[src/rtl/spi_controller.sv]
// SPI mode-0 write-frame controller: shifts {wr, addr, data} out MSB first,
// sclk half-period of DIV clk cycles, with lead, trail and deselect-gap phases.
module spi_controller #(
  parameter int unsigned DIV = 4
) (
  input  logic       clk_i,
  input  logic       rst_i,
  input  logic       start_i,
  input  logic       wr_i,
  input  logic [6:0] addr_i,
  input  logic [7:0] data_i,
  output logic       busy_o,
  output logic       done_o,
  output logic       sclk_o,
  output logic       ncs_o,
  output logic       copi_o
);
  localparam int unsigned FRAME_W = 16;
  localparam int unsigned SHIFT_W = FRAME_W - 1;
  localparam int unsigned BIT_W   = 4;
  localparam int unsigned PH_W    = (DIV > 1) ? $clog2(DIV) : 1;
  localparam logic [PH_W-1:0]  PH_LAST  = PH_W'(DIV - 1);
  localparam logic [BIT_W-1:0] BIT_LAST = BIT_W'(FRAME_W - 1);

  typedef enum logic [2:0] {
    IDLE,
    LEAD,
    HIGH,
    LOW,
    TRAIL,
    GAP
  } state_e;

  state_e               state_q, state_d;
  logic [PH_W-1:0]      phase_q, phase_d;
  logic [BIT_W-1:0]     bit_q, bit_d;
  // Bits still to be sent after the one currently on copi.
  logic [SHIFT_W-1:0]   shreg_q, shreg_d;
  logic                 sclk_q, sclk_d;
  logic                 ncs_q, ncs_d;
  logic                 copi_q, copi_d;
  logic                 busy_q, busy_d;
  logic                 done_q, done_d;
  logic                 phase_end;

  always_ff @(posedge clk_i) begin
    if (rst_i) begin
      state_q <= IDLE;
      phase_q <= '0;
      bit_q   <= '0;
      shreg_q <= '0;
      sclk_q  <= 1'b0;
      ncs_q   <= 1'b1;
      copi_q  <= 1'b0;
      busy_q  <= 1'b0;
      done_q  <= 1'b0;
    end else begin
      state_q <= state_d;
      phase_q <= phase_d;
      bit_q   <= bit_d;
      shreg_q <= shreg_d;
      sclk_q  <= sclk_d;
      ncs_q   <= ncs_d;
      copi_q  <= copi_d;
      busy_q  <= busy_d;
      done_q  <= done_d;
    end
  end

  always_comb begin
    state_d   = state_q;
    phase_d   = phase_q;
    bit_d     = bit_q;
    shreg_d   = shreg_q;
    sclk_d    = sclk_q;
    ncs_d     = ncs_q;
    copi_d    = copi_q;
    busy_d    = busy_q;
    done_d    = 1'b0;
    phase_end = (phase_q == PH_LAST);

    // Phase counter runs in every non-idle state and wraps at each phase change.
    if (state_q != IDLE) begin
      phase_d = phase_end ? '0 : phase_q + PH_W'(1);
    end

    unique case (state_q)
      IDLE: begin
        ncs_d  = 1'b1;
        sclk_d = 1'b0;
        if (start_i) begin
          state_d = LEAD;
          phase_d = '0;
          bit_d   = '0;
          ncs_d   = 1'b0;
          busy_d  = 1'b1;
          copi_d  = wr_i;
          shreg_d = {addr_i, data_i};
        end
      end
      LEAD: begin
        if (phase_end) begin
          state_d = HIGH;
          sclk_d  = 1'b1;
        end
      end
      HIGH: begin
        if (phase_end) begin
          sclk_d = 1'b0;
          if (bit_q == BIT_LAST) begin
            state_d = TRAIL;
          end else begin
            state_d = LOW;
            bit_d   = bit_q + BIT_W'(1);
            copi_d  = shreg_q[SHIFT_W-1];
            shreg_d = {shreg_q[SHIFT_W-2:0], 1'b0};
          end
        end
      end
      LOW: begin
        if (phase_end) begin
          state_d = HIGH;
          sclk_d  = 1'b1;
        end
      end
      TRAIL: begin
        if (phase_end) begin
          state_d = GAP;
          ncs_d   = 1'b1;
          copi_d  = 1'b0;
        end
      end
      GAP: begin
        if (phase_end) begin
          state_d = IDLE;
          busy_d  = 1'b0;
          done_d  = 1'b1;
        end
      end
      default: begin
        state_d = IDLE;
      end
    endcase
  end

  assign busy_o = busy_q;
  assign done_o = done_q;
  assign sclk_o = sclk_q;
  assign ncs_o  = ncs_q;
  assign copi_o = copi_q;

endmodule

[config.mk]
export PLATFORM = sky130hd
export DESIGN_NAME = spi_controller
export DESIGN_NICKNAME = d
export VERILOG_FILES = /design/src/rtl/spi_controller.sv
export SDC_FILE = /design/constraint.sdc
export NUM_CORES = 1
export LEC_CHECK = 0
export ABC_AREA = 1
export BUFFER_PORTS_ARGS = -buffer_cell sky130_fd_sc_hd__buf_2
export CORE_ASPECT_RATIO = 0.8
export CORE_MARGIN = 2
export CORE_UTILIZATION = 46
export DETAILED_ROUTE_END_ITERATION = 7
export PLACE_DENSITY_LB_ADDON = 0.12
export SYNTH_ARGS = -nofsm -noshare
export SYNTH_HDL_FRONTEND = slang
export SYNTH_SLANG_ARGS = --single-unit
[constraint.sdc]
create_clock -name clk_i -period 3.81 [get_ports clk_i]
set_input_delay 0.5715 -clock clk_i [delete_from_list [all_inputs] [get_ports clk_i]]
set_output_delay 0.5715 -clock clk_i [all_outputs]
set_load 0.02 [all_outputs]
==> run_results.csv <==
group,metric,value,unit
detailed_routing,drt-initial-drc-count,113,
die,io_pins,24,
clocking,clk_pin_slew,0.07,ns
clocking,ctsRootBufferMaster,"clkbuf_8",
timing,skew,0.00770,ns
detailed_routing,vias,1500,
logic_synthesis,synth.largest_area_cell,"dfxtp_1",
min_path,hp-start,"shreg_q[12]",
timing,post-route-period-util,48.5,%
timing,setup_violations,0,
detailed_routing,ant_nets,0,
timing,rsz0062_at_grt,"no",
logic_synthesis,synthFlopType,"dfxtp_1",
place,gp_congestion,0.909,
global_route,grt_pass1_vias,1304,
place,portBuffers,23,
global_route,grt_pass1_wl,6240,µm
logic_synthesis,synth_cell_types,32,
logic_synthesis,yosysMostFrequentCell,"nand2_1",
critical_path,rr_worst_depth,7,
logic_synthesis,synth_area,1690,µm²
final_layout,layout-drive-gt1-share,26.6,%
timing,report.final.slew_viol_count,0,
power_and_ir_drop,peakVddDrop,0.000398,V
clocking,h-tree-depth,2,
die,core_area,3470,µm²
flow_run,maxCapViolations,0,
logic_synthesis,syn-num-nets,244,
global_route,grt_start_max_net_pins,23,
timing,min_period,1.85,ns
critical_path,crit_type,"reg2reg",
clocking,ctsHoldBuffers,0,
detailed_routing,drt_wl_total,3660,µm
logic_synthesis,synth-seq-cells,29,
min_path,hp-class,"reg2reg",
clocking,clock_sinks,29,
status,status,"finished clean",
die,die_w,71.7,µm
timing,fin_setup_tns,0,ns
power_and_ir_drop,p_per_area,817,nW/µm²
logic_synthesis,yosysWarningCount,0,
global_route,grtUsageTotal,19.6,%
timing,maxSlewHeadroom,64.9,%
logic_synthesis,ys_seq_area_share,34.4,%
die,initial_core_util,48.6,%
logic_synthesis,synth_area_leaders,"dfxtp_1 (34%), nand3_1 (13%), nand2_1 (13%)",
clocking,clock_latency,0.29,ns
timing,hold_ws,0.468,ns
final_layout,fin_nets,264,
detailed_routing,drc_errors,0,
global_route,grt_overflow,0,
timing,finalHoldViolations,0,
critical_path,end_kind,"register",
detailed_routing,wl_per_cell,12.8,µm
clocking,cts_tree,"yes",
detailed_routing,drt_pass1_iterations,4,
min_path,hold_end,"shreg_q[12]",
critical_path,ff2ff_setup_slack,1.96,ns
die,rows,19,
logic_synthesis,syn-instance-count,223,
logic_synthesis,avgSynthCellArea,7.57,µm²
critical_path,cp_max_fo,21,
clocking,cts_setup_buffers,0,
power_and_ir_drop,leakage,0.000833,µW
critical_path,worst_r2r_endpoint,"bit_q[1]",
min_path,hold_depth,2,
global_route,antenna_found_initial,0,
timing,worst_slew_pin_slew,0.527,ns
critical_path,cp-start-kind,"register",
critical_path,worstPathArrival,2.03,ns
die,dieArea,4170,µm²
final_layout,area_growth,10.6,%
timing,fmax,541,MHz
final_layout,antenna_cells,0,
clocking,clock_path_buffers,2,
detailed_routing,vias_per_cell,5.24,
clocking,cts_resized,0,
clocking,cts_inserted_buffers,5,
logic_synthesis,synth_edf_count,0,
logic_synthesis,yosys-top-cells-count,"nand2_1 (57), nand3_1 (43), dfxtp_1 (29), a21oi_1 (14), nor2_1 (12)",
place,hpwl,2460,µm
logic_synthesis,synth_top_area_share,34.4,%
critical_path,r2r_start,"state_q[2]",
logic_synthesis,synthArstFlopShare,0,%
die,die_y,58.2,µm
critical_path,required,3.99,ns
[layout by cell type, fill, tap and decap left out, drive strengths merged, types with 3 or more instances in the layout]
cell type,Yosys,final
nand2,71,71
a21oi,24,24
clkbuf,1,7
nor2,14,14
inv,14,14
dfxtp,29,29
nand4,3,3
buf,9,23
nand3,47,47
[per-stage QoR]
stage	area [µm²]	utilization, %	setup slack (ns)	std cells	total power [µW]
final	1870	53.8	1.96	286	1530
after global routing	1870	53.8	1.76	286	1650
after CTS	1870	53.8	1.95	286	1540
after detailed placement	1770	50.9	1.97	278	1250
after global placement	1770	50.9	2.00	278	1250
after floorplan	1690	-	2.42	223	1180
[kinds of logic after synthesis]
logic type	count (synthesis)	synth area share, %
compound gates	30	11.9
flops	29	34.4
buf+inv	25	9.19
simple gates	137	43.1
fa+ha+maj	2	1.48
[routing by layer]
layer,part of all wire (%),global-route usage [%]
met4,2.0,8.89
met2,40,27.1
met5,0,0
met1,52,28.3
met3,6.5,5.22
[sequential cells by signal, summed over array words and instances (netlist names)]
name and flops:
copi_o 1, bit_q 4, sclk_o 1, shreg_q 15
done_o 1, ncs_o 1, busy_o 1, state_q 3
phase_q 2
[how the worst max path moves through the flow]
stage          depth (start not counted)       start  slack (ns)        to
2_1_floorplan                          8  state_q[1]        2.42  bit_q[3]
3_3_place_gp                           7  state_q[2]        2.00  bit_q[1]
3_5_place_dp                           7  state_q[2]        1.97  bit_q[1]
4_1_cts                                8  state_q[2]        1.95    copi_o
5_1_grt                                7  state_q[2]        1.76  bit_q[1]
6_report                               7  state_q[2]        1.96  bit_q[1]
[where the power goes]
group	internal (µW)	switching, µW	total [µW]	leakage [µW]
Clock	163	121	284	0.0000542
Combinational	243	490	733	0.000540
Sequential	417	91.3	508	0.000238
[layout make-up]
class | instances | area, µm²
Clock inverter | 1 | 5.00
Fill cell | 338 | 1600
Clock buffer | 7 | 96.3
Timing Repair Buffer | 23 | 115
Multi-Input combinational cell | 169 | 952
Sequential cell | 29 | 581
Inverter | 15 | 65.1
Tap cell | 42 | 52.6
[worst max-delay path: stages, from the launching register on]
cell,delay (ns)
dfxtp_1,0.49
clkinv_2,0.41
nand2_2,0.33
nand2_8,0.15
nand2_8,0.19
nand2_1,0.07
nand2_1,0.06
nor2_1,0.04
Note: power is estimated with default switching activity, not from simulation.
